### config.mk
export PLATFORM = sky130hd
export DESIGN_NAME = cpu_trace_monitor
export DESIGN_NICKNAME = d
export VERILOG_FILES = /design/src/rtl/cpu_trace_monitor.sv
export SDC_FILE = /design/constraint.sdc
export NUM_CORES = 1
export LEC_CHECK = 0
export ABC_AREA = 1
export CAP_MARGIN = 20
export CORE_UTILIZATION = 50
export DETAILED_ROUTE_END_ITERATION = 8
export PLACE_DENSITY = 0.8
export SLEW_MARGIN = 15
export SYNTH_ARGS = -nofsm -noshare
export SYNTH_HDL_FRONTEND = slang
export SYNTH_SLANG_ARGS = --single-unit
### constraint.sdc
create_clock -name clk -period 5.65 [get_ports clk]
set_input_delay 0.565 -clock clk [delete_from_list [all_inputs] [get_ports clk]]
set_output_delay 0.565 -clock clk [all_outputs]
set_load 0.01 [all_outputs]
### src/rtl/cpu_trace_monitor.sv
// Execution-trace monitor beside the CPU core: circular PC/instruction history,
// cycle and retire counters, and hardware detection of program end.
//
//   state    | meaning
//   ---------+-------------------------------------------------------------
//   S_RUN    | sampling: counting cycles, recording valid pc/insn samples
//   S_HALTED | exit insn or self-loop seen; buffer and counters frozen
module cpu_trace_monitor #(
    parameter int                 ADDR_W      = 32,
    parameter int                 INSN_W      = 32,
    parameter int                 DEPTH       = 16,
    parameter int                 STALL_LIMIT = 8,
    parameter logic [INSN_W-1:0]  HALT_INSN   = 32'h0000000c
) (
    input  logic                       clk,
    input  logic                       reset,
    input  logic                       clear,
    input  logic                       valid,
    input  logic [ADDR_W-1:0]          pc,
    input  logic [INSN_W-1:0]          insn,
    input  logic [$clog2(DEPTH)-1:0]   rd_idx,
    output logic [ADDR_W-1:0]          rd_pc,
    output logic [INSN_W-1:0]          rd_insn,
    output logic [$clog2(DEPTH):0]     count,
    output logic [31:0]                cycles,
    output logic [31:0]                retired,
    output logic                       halted,
    output logic [1:0]                 halt_cause
);

    localparam int IW = $clog2(DEPTH);
    localparam int CW = IW + 1;
    localparam int SW = $clog2(STALL_LIMIT + 1);

    typedef enum logic {
        S_RUN,
        S_HALTED
    } state_t;

    state_t            state_q, state_d;
    logic [1:0]        cause_q, cause_d;
    logic [IW-1:0]     wr_ptr;
    logic [CW-1:0]     count_q;
    logic [31:0]       cycles_q;
    logic [31:0]       retired_q;
    logic [SW-1:0]     stall_cnt, stall_next;
    logic [ADDR_W-1:0] last_pc;
    logic              rec;

    logic [ADDR_W-1:0] pc_mem   [DEPTH];
    logic [INSN_W-1:0] insn_mem [DEPTH];

    logic [IW-1:0]     rd_addr;

    always_comb begin
        rec        = (state_q == S_RUN) && valid && !clear;
        // stall_cnt of zero means nothing recorded yet, so the first sample starts a new run
        stall_next = SW'(1);
        if (stall_cnt != '0 && pc == last_pc)
            stall_next = stall_cnt + 1'b1;

        state_d = state_q;
        cause_d = cause_q;
        if (clear) begin
            state_d = S_RUN;
            cause_d = 2'd0;
        end else if (rec) begin
            if (insn == HALT_INSN) begin
                state_d = S_HALTED;
                cause_d = 2'd1;
            end else if (stall_next == SW'(STALL_LIMIT)) begin
                state_d = S_HALTED;
                cause_d = 2'd2;
            end
        end
    end

    always_ff @(posedge clk or negedge reset) begin
        if (!reset) begin
            state_q   <= S_RUN;
            cause_q   <= 2'd0;
            wr_ptr    <= '0;
            count_q   <= '0;
            cycles_q  <= '0;
            retired_q <= '0;
            stall_cnt <= '0;
            last_pc   <= '0;
        end else begin
            state_q <= state_d;
            cause_q <= cause_d;
            if (clear) begin
                wr_ptr    <= '0;
                count_q   <= '0;
                cycles_q  <= '0;
                retired_q <= '0;
                stall_cnt <= '0;
                last_pc   <= '0;
            end else if (state_q == S_RUN) begin
                if (cycles_q != 32'hFFFF_FFFF)
                    cycles_q <= cycles_q + 32'd1;
                if (valid) begin
                    wr_ptr    <= wr_ptr + 1'b1;
                    stall_cnt <= stall_next;
                    last_pc   <= pc;
                    if (count_q != CW'(DEPTH))
                        count_q <= count_q + 1'b1;
                    if (retired_q != 32'hFFFF_FFFF)
                        retired_q <= retired_q + 32'd1;
                end
            end
        end
    end

    // Storage is left unreset; entries beyond count are masked on the read side.
    always_ff @(posedge clk) begin
        if (rec) begin
            pc_mem[wr_ptr]   <= pc;
            insn_mem[wr_ptr] <= insn;
        end
    end

    always_comb begin
        rd_addr = wr_ptr - IW'(1) - rd_idx;
        rd_pc   = '0;
        rd_insn = '0;
        if ({1'b0, rd_idx} < count_q) begin
            rd_pc   = pc_mem[rd_addr];
            rd_insn = insn_mem[rd_addr];
        end
    end

    assign count      = count_q;
    assign cycles     = cycles_q;
    assign retired    = retired_q;
    assign halted     = (state_q == S_HALTED);
    assign halt_cause = cause_q;

endmodule

Word-level counts from Yosys, hierarchy flattened
Memories as Yosys holds them, arrays and structs flattened.
Index checks and enable logic that the tools add are counted.
{"block": "word_totals", "ram_bits": 1024, "wordCells": 75, "register_bits": 112, "out_inout_bits": 136, "mem_count": 2, "in_bits": 72}
{"name": "insn_mem", "depth": 16, "width": 32, "rd": 1, "rd_clocked_by_memory_dff": 0, "wr": 1, "line_no": "51", "rtl": "logic [INSN_W-1:0] insn_mem [DEPTH];"}
{"name": "pc_mem", "depth": 16, "width": 32, "rd": 1, "rd_clocked_by_memory_dff": 0, "wr": 1, "line_no": "50", "rtl": "logic [ADDR_W-1:0] pc_mem [DEPTH];"}
{"block": "op_classes", "n_mux": 33, "n_eq_ne": 7, "n_reduce_logical": 16, "addsub": 7, "bitwise": 1, "order_cmp": 1}
{"operator": "$mux W32", "n": 12}
{"operator": "$add A32 B1 Y32 const B", "n": 2}
{"operator": "$ne A32 B32 Y1 const B", "n": 2}
{"operator": "$eq A32 B32 Y1", "n": 1}
{"operator": "$eq A32 B4 Y1 const B", "n": 1}
{"operator": "$mux W4", "n": 7}
{"operator": "$mux W5", "n": 4}
{"operator": "$reduce_bool A2 Y1", "n": 5}
{"operator": "$add A4 B1 Y4 const B", "n": 2}
{"operator": "$mux W2", "n": 4}
{"operator": "$mux W1", "n": 6}
{"operator": "$reduce_and A2 Y1", "n": 3}
{"operator": "$reduce_and A3 Y1", "n": 2}
{"operator": "$add A5 B1 Y5 const B", "n": 1}
{"operator": "$lt A4 B5 Y1", "n": 1}
{"operator": "$ne A5 B5 Y1 const B", "n": 1}
{"operator": "$eq A4 B4 Y1 const B", "n": 1}
{"operator": "$reduce_bool A4 Y1", "n": 1}
{"operator": "$sub A4 B1 Y4 const B", "n": 1}
{"operator": "$sub A4 B4 Y4", "n": 1}
{"operator": "$logic_and A1 B1 Y1", "n": 3}
{"operator": "$reduce_bool A3 Y1", "n": 1}
{"operator": "$ne A2 B2 Y1 const B", "n": 1}
{"operator": "$logic_not A1 Y1", "n": 1}
{"operator": "$not A1 Y1", "n": 1}

Longest topological paths before layout
Gate-level depths: netlist (run 1).
{"block": "logic_depth", "word_depth": 8, "depth_mapped": 14, "depth_no_buf": 13}

Worst setup path before layout (run 1)
Ideal clock, no wire load.
{"block": "synth_timing", "path_kind": "input to register", "startpoint": "in clear", "endpoint": "mem insn_mem[11][0], enable pin", "setup_ps": 486, "t_required_ps": 5164, "slack_ps": 1064, "stages": 5, "arrival_time_ps": 4100, "n_path_buf": 2, "cell_sequence": "inv_1 > clkbuf_1 > buf_1 > nand3_1 > nor2_1"}
{"block": "synth_via", "elab_chain_len": 4}
{"item": "start: declaration", "line_no": "17", "rtl": "input logic clear,"}
{"item": "$logic_not A1 Y1", "line_no": "56", "rtl": "rec = (state_q == S_RUN) && valid && !clear;"}
{"item": "$logic_and A1 B1 Y1", "line_no": "56"}
{"item": "$mux W1", "line_no": "116", "rtl": "if (rec) begin"}
{"item": "$mux W1 (implied by the code)", "line_no": "118", "rtl": "insn_mem[wr_ptr] <= insn;"}
{"item": "end: declaration", "line_no": "51"}
Every way passes these cells.

Worst setup path in the final report (run 1)
{"block": "layout_timing", "startpoint": "in rd_idx[0]", "endpoint": "out rd_insn[27]"}
{"block": "layout_via", "elab_chain_len": 3, "elab_cells_between_ends": 4, "classes_between": "add/sub (1); order compare (1); mux (1); memory (1)"}
{"item": "start: declaration", "line_no": "21", "rtl": "input logic [$clog2(DEPTH)-1:0] rd_idx,"}
{"item": "$sub A4 B4 Y4", "line_no": "123", "rtl": "rd_addr = wr_ptr - IW'(1) - rd_idx;"}
{"item": "$mem_v2 Z16 W32"}
{"item": "$mux W32 (*)", "line_no": "126", "rtl": "if ({1'b0, rd_idx} < count_q) begin"}
{"item": "end: declaration", "line_no": "23", "rtl": "output logic [INSN_W-1:0] rd_insn,"}
Mark *: on every way between the ends. The rest lies on a longest branch, timed or not.

==> results.txt, run 1 <==
status -> finished, final reports clean
final cell count without fillers -> 5,516
Worst setup SP type -> input pin
worst slew pin tran -> 1.053 ns
Crit path top cell by count -> nand2_1
slowest CP cell -> fa_4
sequential area share after synthesis -> 0.7074
grt total ovfl -> 0
Fill cells -> 7,187
share of layout cells above drive strength 1 -> 0.06574
routing usage on met3 -> 0.05040
Hold Fails Final Rpt -> 0
first-pass GRT wire length -> 181,700 um
GP Congestion -> 0.9124
Clock Pin Slew Worst Setup and Hold Paths -> 0.06 ns
post-CTS resize count -> 0
initial antenna violation count -> 13
area share of the largest cell type after synthesis -> 0.6483
syn_nets -> 4,107
final-report max-slew violation count -> 0
Root Driver -> clkbuf_16
placed cell areas -> 0.05114 sq mm
Cell Chain, Critical Path -> clkdlybuf4s50_1, inv_1, ha_4, fa_4, inv_8, buf_12, a21oi_1, a32o_1, nand2_1, o21ai_0, nand2_1, nand2_1, nor2_1, clkdlybuf4s50_1
syn avg cell area -> 11.80 sq um
clk sinks -> 1,136
worst-path maximum fanout -> 121
Post-synth EDFFs -> 1,024
average via count per standard cell -> 5.907
ranking of synthesized cells by area -> edfxtp_1 65%, nand2_1 11%, dfrtp_1 5.9%
Gate Count Post-Synth -> 4,018
area delta synth->final -> 15.09%
critical path capture point type -> primary output
Crit path arrival time -> 4.33 ns
final net count -> 4,254
Crit Path Category -> input pin to primary output
hold slack -> 0.4700 ns
Synth Warn # -> 0
Longest Clk Path Bufs -> 3
crit share post-route -> 0.8670
drt pass-1 iters -> 6
CTS tree -> done
H-tree levels -> 3
Port Buf Inserts -> 207
P_leak -> 18.86 nW
initial drt markers -> 3,655
gr busiest metal -> met2
met2 usage -> 0.4117
largest net degree at the start of global routing -> 131
Tightest Hold Check Type -> input pin to async pin
CP peak stage delay -> 0.67 ns
core footprint -> 0.09361 sq mm
Min Clock Period, post-route -> 4.898 ns
cell taking the most area after synthesis -> edfxtp_1
DP Wirelength -> 65,110 um
final clock skew -> 0.06577 ns
Die Area -> 0.09609 sq mm
cts bufs inserted -> 108
WL per Instance -> 21.71 um
Required @ worst endpoint -> 5.09 ns
Power per Cell Area -> 347.8 mW/mm^2
Max Cap Viol -> 0
setup bufs post-CTS -> 0
cell with the most instances after synthesis -> nand2_1
maximum vdd drop -> 0.0002947 V
DRC Markers -> 0
Die Ht -> 310.0 um
IO Count -> 208
final setup violation count -> 0
post-route cell area -> 0.05458 sq mm
Cell variety after synth -> 43
vias -> 32,590
Detailed Route WL -> 119,700 um
area of the mapped netlist -> 0.04743 sq mm
crit-path leading delay family -> buffers and inverters
post-route setup TNS -> 0 ns
antenna violation net count after detailed routing -> 0
Async SR Flop Fraction -> 0.09859
Peak Freq -> 0.2042 GHz
gr usage total -> 0.2481
RSZ-0062 raised after global routing -> false
Slew headroom -> 0.2966
# rows -> 112
Yosys reg bits -> 1,136
Top FF cell, synth -> edfxtp_1
GR Util met1 -> 0.3281
Worst-Skew Late Latency -> 0.70 ns
placed cells -> 5,308
initial core utilization -> 0.5067
die width -> 310.0 um
vias in the first global route -> 31,550
CTS Hold Buffers Added -> 1
CP bufs+invs -> 5
top cells by count, synth -> 1,348 x nand2_1, 1,024 x edfxtp_1, 272 x a21oi_1
final cells by class:
cell class	instances	area [sq um]	share of cell area
Timing Repair Buffer	281	3015	0.05524
Inverter	116	456.7	0.008367
Antenna cell	3	7.507	0.0001375
Clock inverter	66	581.8	0.01066
Clock buffer	138	2846	0.05215
Sequential cell	1136	33550	0.6147
Multi-Input combinational cell	2522	12560	0.2300
Tap cell	1254	1569	0.02874
power by group:
group	switching, mW	internal (mW)	total (mW)
combinational	1.77	0.942	2.71
sequential	0.0373	9.24	9.28
clock	3.10	3.90	6.99
total	4.90	14.1	19.0
path summary, 6_finish.rpt:
check	slack (ns)	depth (start not counted)	start	endpoint
max in group asynchronous	3.83	3	reset	last_pc[27]
min reg2reg	0.49	2	halt_cause[0]	halt_cause[0]
min in group clk	0.49	2	halt_cause[0]	halt_cause[0]
max	0.75	14	rd_idx[0]	rd_insn[27]
min	0.47	2	reset	cycles[15]
max reg2reg	2.81	11	cycles[0]	cycles[9]
placed cells by master (no fill, tap or decap), drive strengths merged, types with 12 or more instances in the layout:
| cell type | instances |
|---|---|
| nand3b | 16 |
| nand4 | 31 |
| o31ai | 18 |
| edfxtp | 1024 |
| xor2 | 20 |
| a32oi | 126 |
| o21ai | 197 |
| a32o | 126 |
| a21oi | 272 |
| ha | 16 |
| xnor2 | 14 |
| o22ai | 29 |
| nand2 | 1348 |
| nand3 | 74 |
| clkdlybuf4s50 | 206 |
| clkinv | 56 |
| inv | 116 |
| or2 | 12 |
| clkbuf | 138 |
| nor3 | 34 |
| dfrtp | 112 |
| nor2 | 174 |
| buf | 74 |
logic make-up after synthesis:
family,synth area share
and+or+nand+nor,0.1422
buffers and inverters,0.03195
DFF,0.7074
muxes,0.0004748
xor gates and xnor gates,0.006279
adders and majority gates,0.004643
AOI/OAI and AO/OA,0.1071
layer usage:
layer	share of wire	vias up	wire, um
met3	0.094	243	11250
met4	0.029	20	3422
met1	0.39	15960	46870
met5	0.0011	-	129
li1	-	14770	-
met2	0.48	1594	58080
metrics by stage:
| stage | setup WS (ns) | total power, mW | utilization |
|---|---|---|---|
| global placement | 0.7981 | 12.04 | 0.5463 |
| detailed placement | 0.7417 | 12.12 | 0.5463 |
| global route | 0.5348 | 19.63 | 0.5831 |
| floorplan | 1.064 | 11.16 | - |
| finish | 0.7517 | 18.98 | 0.5831 |
| CTS | 0.7326 | 19.02 | 0.5830 |
flip-flops by register name, summed over array words and instances (netlist names):
signal and cells:
count 5, cycles 32, halt_cause 2, halted 1, insn_mem 512, last_pc 32, pc_mem 512, retired 32
stall_cnt 4, wr_ptr 4
(Power assumes the default switching activity.)
==> run 2: changes to the inputs <==
Clock period 5.65 ns to 4.9 ns, I/O delays scaled along.
==> run 2 against run 1 <==
Clock skew is 0.035 ns lower. Via count is 0.99% higher. Combinational power is 18% higher. Clock power is 23% higher. Worst hold slack worse by 0.24 ns. Clock-buffer cell count stayed put. Worst setup slack worse by 0.51 ns. Die area stayed put.
==> results.txt, run 2 (synthesized netlist as in run 1, its figures left out) <==
die width -> 310.0 um (unchanged)
Worst R2R End -> cycles[26] (was cycles[9])
FF-to-FF path depth -> 9 (was 11)
Worst-Skew Late Latency -> 0.69 ns (was 0.70 ns)
post-route cell area -> 0.05519 sq mm (was 0.05458 sq mm)
GR Util met1 -> 0.3356 (was 0.3281)
Crit Path Category -> flop to primary output (was input pin to primary output)
average via count per standard cell -> 5.935 (was 5.907)
final net count -> 4,281 (was 4,254)
CP peak stage delay -> 0.70 ns (was 0.67 ns)
crit-path leading delay family -> buffers and inverters (unchanged)
Final WS setup -> 0.2426 ns (was 0.7517 ns)
CTS tree -> done (unchanged)
worst-path maximum fanout -> 45 (was 121)
core footprint -> 0.09361 sq mm (unchanged)
crit share post-route -> 0.9505
clk sinks -> 1,136 (unchanged)
Power per Cell Area -> 408.1 mW/mm^2 (was 347.8 mW/mm^2)
maximum vdd drop -> 0.0002997 V (was 0.0002947 V)
post-route setup TNS -> 0 ns (unchanged)
setup slack after placement -> 0.3764 ns (was 0.7417 ns)
status -> finished, final reports clean (unchanged)
Required @ worst endpoint -> 4.41 ns (was 5.09 ns)
Longest Clk Path Bufs -> 3 (unchanged)
routing usage on met3 -> 0.05571 (was 0.05040)
critical path capture point type -> primary output (unchanged)
commonest non-fill, non-tap cell in the layout -> nand2_1 (unchanged)
gr usage total -> 0.2531 (was 0.2481)
r2r startpoint -> cycles[0] (unchanged)
most frequent cells in the layout -> 1,348 x nand2_1, 1,024 x edfxtp_1, 272 x a21oi_1 (unchanged)
vias -> 32,910 (was 32,590)
r2r setup slk -> 2.09 ns (was 2.81 ns)
Root Driver -> clkbuf_16 (unchanged)
Peak Freq -> 0.2147 GHz
DP Wirelength -> 67,200 um (was 65,110 um)
Min Clock Period, post-route -> 4.657 ns
Detailed Route WL -> 121,800 um (was 119,700 um)
IO Count -> 208 (unchanged)
gr busiest metal -> met2 (unchanged)
area delta synth->final -> 16.36% (was 15.09%)
CTS Hold Buffers Added -> 1 (unchanged)
Crit path top cell by count -> nand2_1 (unchanged)
placed cell areas -> 0.05146 sq mm (was 0.05114 sq mm)
Tightest Hold Check Type -> input pin to async pin (unchanged)
Max Cap Viol -> 0 (unchanged)
final-report max-slew violation count -> 0 (unchanged)
initial antenna violation count -> 12 (was 13)
final clock skew -> 0.03066 ns (was 0.06577 ns)
RSZ-0062 raised after global routing -> false (unchanged)
post-CTS resize count -> 0 (unchanged)
Cell Chain, Critical Path -> ha_4, fa_4, inv_8, buf_4, a21oi_1, a32o_1, nand2_1, o21ai_1, nand2_1, nand2_1, nor2_1, clkdlybuf4s50_1 (was clkdlybuf4s50_1, inv_1, ha_4, fa_4, inv_8, buf_12, a21oi_1, a32o_1, nand2_1, o21ai_0, nand2_1, nand2_1, nor2_1, clkdlybuf4s50_1)
grt total ovfl -> 0 (unchanged)
Crit path arrival time -> 4.17 ns (was 4.33 ns)
final setup violation count -> 0 (unchanged)
Hold Fails Final Rpt -> 0 (unchanged)
Die Ht -> 310.0 um (unchanged)
WL per Instance -> 21.97 um (was 21.71 um)
P_leak -> 19.16 nW (was 18.86 nW)
CP bufs+invs -> 3 (was 5)
largest net degree at the start of global routing -> 121 (was 131)
biggest regs -> insn_mem x512, pc_mem x512 (unchanged)
first-pass GRT wire length -> 185,700 um (was 181,700 um)
Slew headroom -> 0.3114 (was 0.2966)
worst slew pin tran -> 1.033 ns (was 1.053 ns)
antenna violation net count after detailed routing -> 0 (unchanged)
GP Congestion -> 0.8992 (was 0.9124)
Port Buf Inserts -> 207 (unchanged)
# rows -> 112 (unchanged)
setup bufs post-CTS -> 0 (unchanged)
Clock Pin Slew Worst Setup and Hold Paths -> 0.06 ns (about the same)
cts bufs inserted -> 111 (was 108)
DRC Markers -> 0 (unchanged)
initial core utilization -> 0.5067 (unchanged)
Worst setup SP type -> flop (was input pin)
share of layout cells above drive strength 1 -> 0.07581 (was 0.06574)
Die Area -> 0.09609 sq mm (unchanged)
drt pass-1 iters -> 8 (was 6)
slowest CP cell -> fa_4 (unchanged)
vias in the first global route -> 31,860 (was 31,550)
H-tree levels -> 3 (unchanged)
initial drt markers -> 3,880 (was 3,655)
met2 usage -> 0.4176 (was 0.4117)
[run 2: changes by cell type in the layout (fill, tap and decap cells not counted), moves of 2 or more]
cell        delta
clkinvlp_4     +4
clkinv_16      -3
bufinv_16      +7
clkbuf_1       -6
clkinv_1      -11
buf_12        +12
clkbuf_16      +4
buf_4         +11
inv_6          +8
clkbuf_8       +2
[run 2: routing by layer]
metal,vias up,share of wire,wire [um]
met5,-,0.0013,163
met4,22,0.025,2999
met3,248,0.10,12440
met2,1712,0.48,58560
met1,16110,0.39,47620
li1,14810,-,-
[run 2: worst max path at each step]
stage,startpoint,endpoint,slack (ns),depth (start not counted)
2_1_floorplan,clear,insn_mem[11][0],0.39,5
3_3_place_gp,rd_idx[0],rd_insn[15],0.38,14
3_5_place_dp,rd_idx[0],rd_insn[15],0.38,14
4_1_cts,wr_ptr[0],rd_insn[15],0.27,12
5_1_grt,wr_ptr[0],rd_insn[15],0.08,12
6_report,wr_ptr[0],rd_insn[15],0.24,12
[run 2: layout make-up]
type,count,area [sq um]
Antenna cell,3,7.507
Multi-Input combinational cell,2522,12560
Sequential cell,1136,33550
Clock inverter,70,729.5
Inverter,116,456.7
Clock buffer,138,2952
Timing Repair Buffer,305,3366
Fill cell,7093,38420
Tap cell,1254,1569
[run 2: power breakdown]
group | internal [mW] | leakage (nW) | switching, mW | total (mW)
Sequential | 10.7 | 10.8 | 0.0426 | 10.7
Clock | 5.01 | 1.79 | 3.61 | 8.62
Combinational | 1.13 | 6.61 | 2.07 | 3.21
Total | 16.8 | 19.2 | 5.72 | 22.5
[run 2: stage by stage]
stage | cells | hold slack [ns] | power (mW) | utilization
after floorplan | 4018 | 0.1944 | 12.87 | -
after global routing | 5542 | 0.2703 | 23.29 | 0.5895
after global placement | 5331 | 0.4705 | 13.95 | 0.5497
final | 5544 | 0.2283 | 22.52 | 0.5896
after detailed placement | 5331 | 0.4729 | 14.05 | 0.5497
after CTS | 5540 | 0.4878 | 22.58 | 0.5892
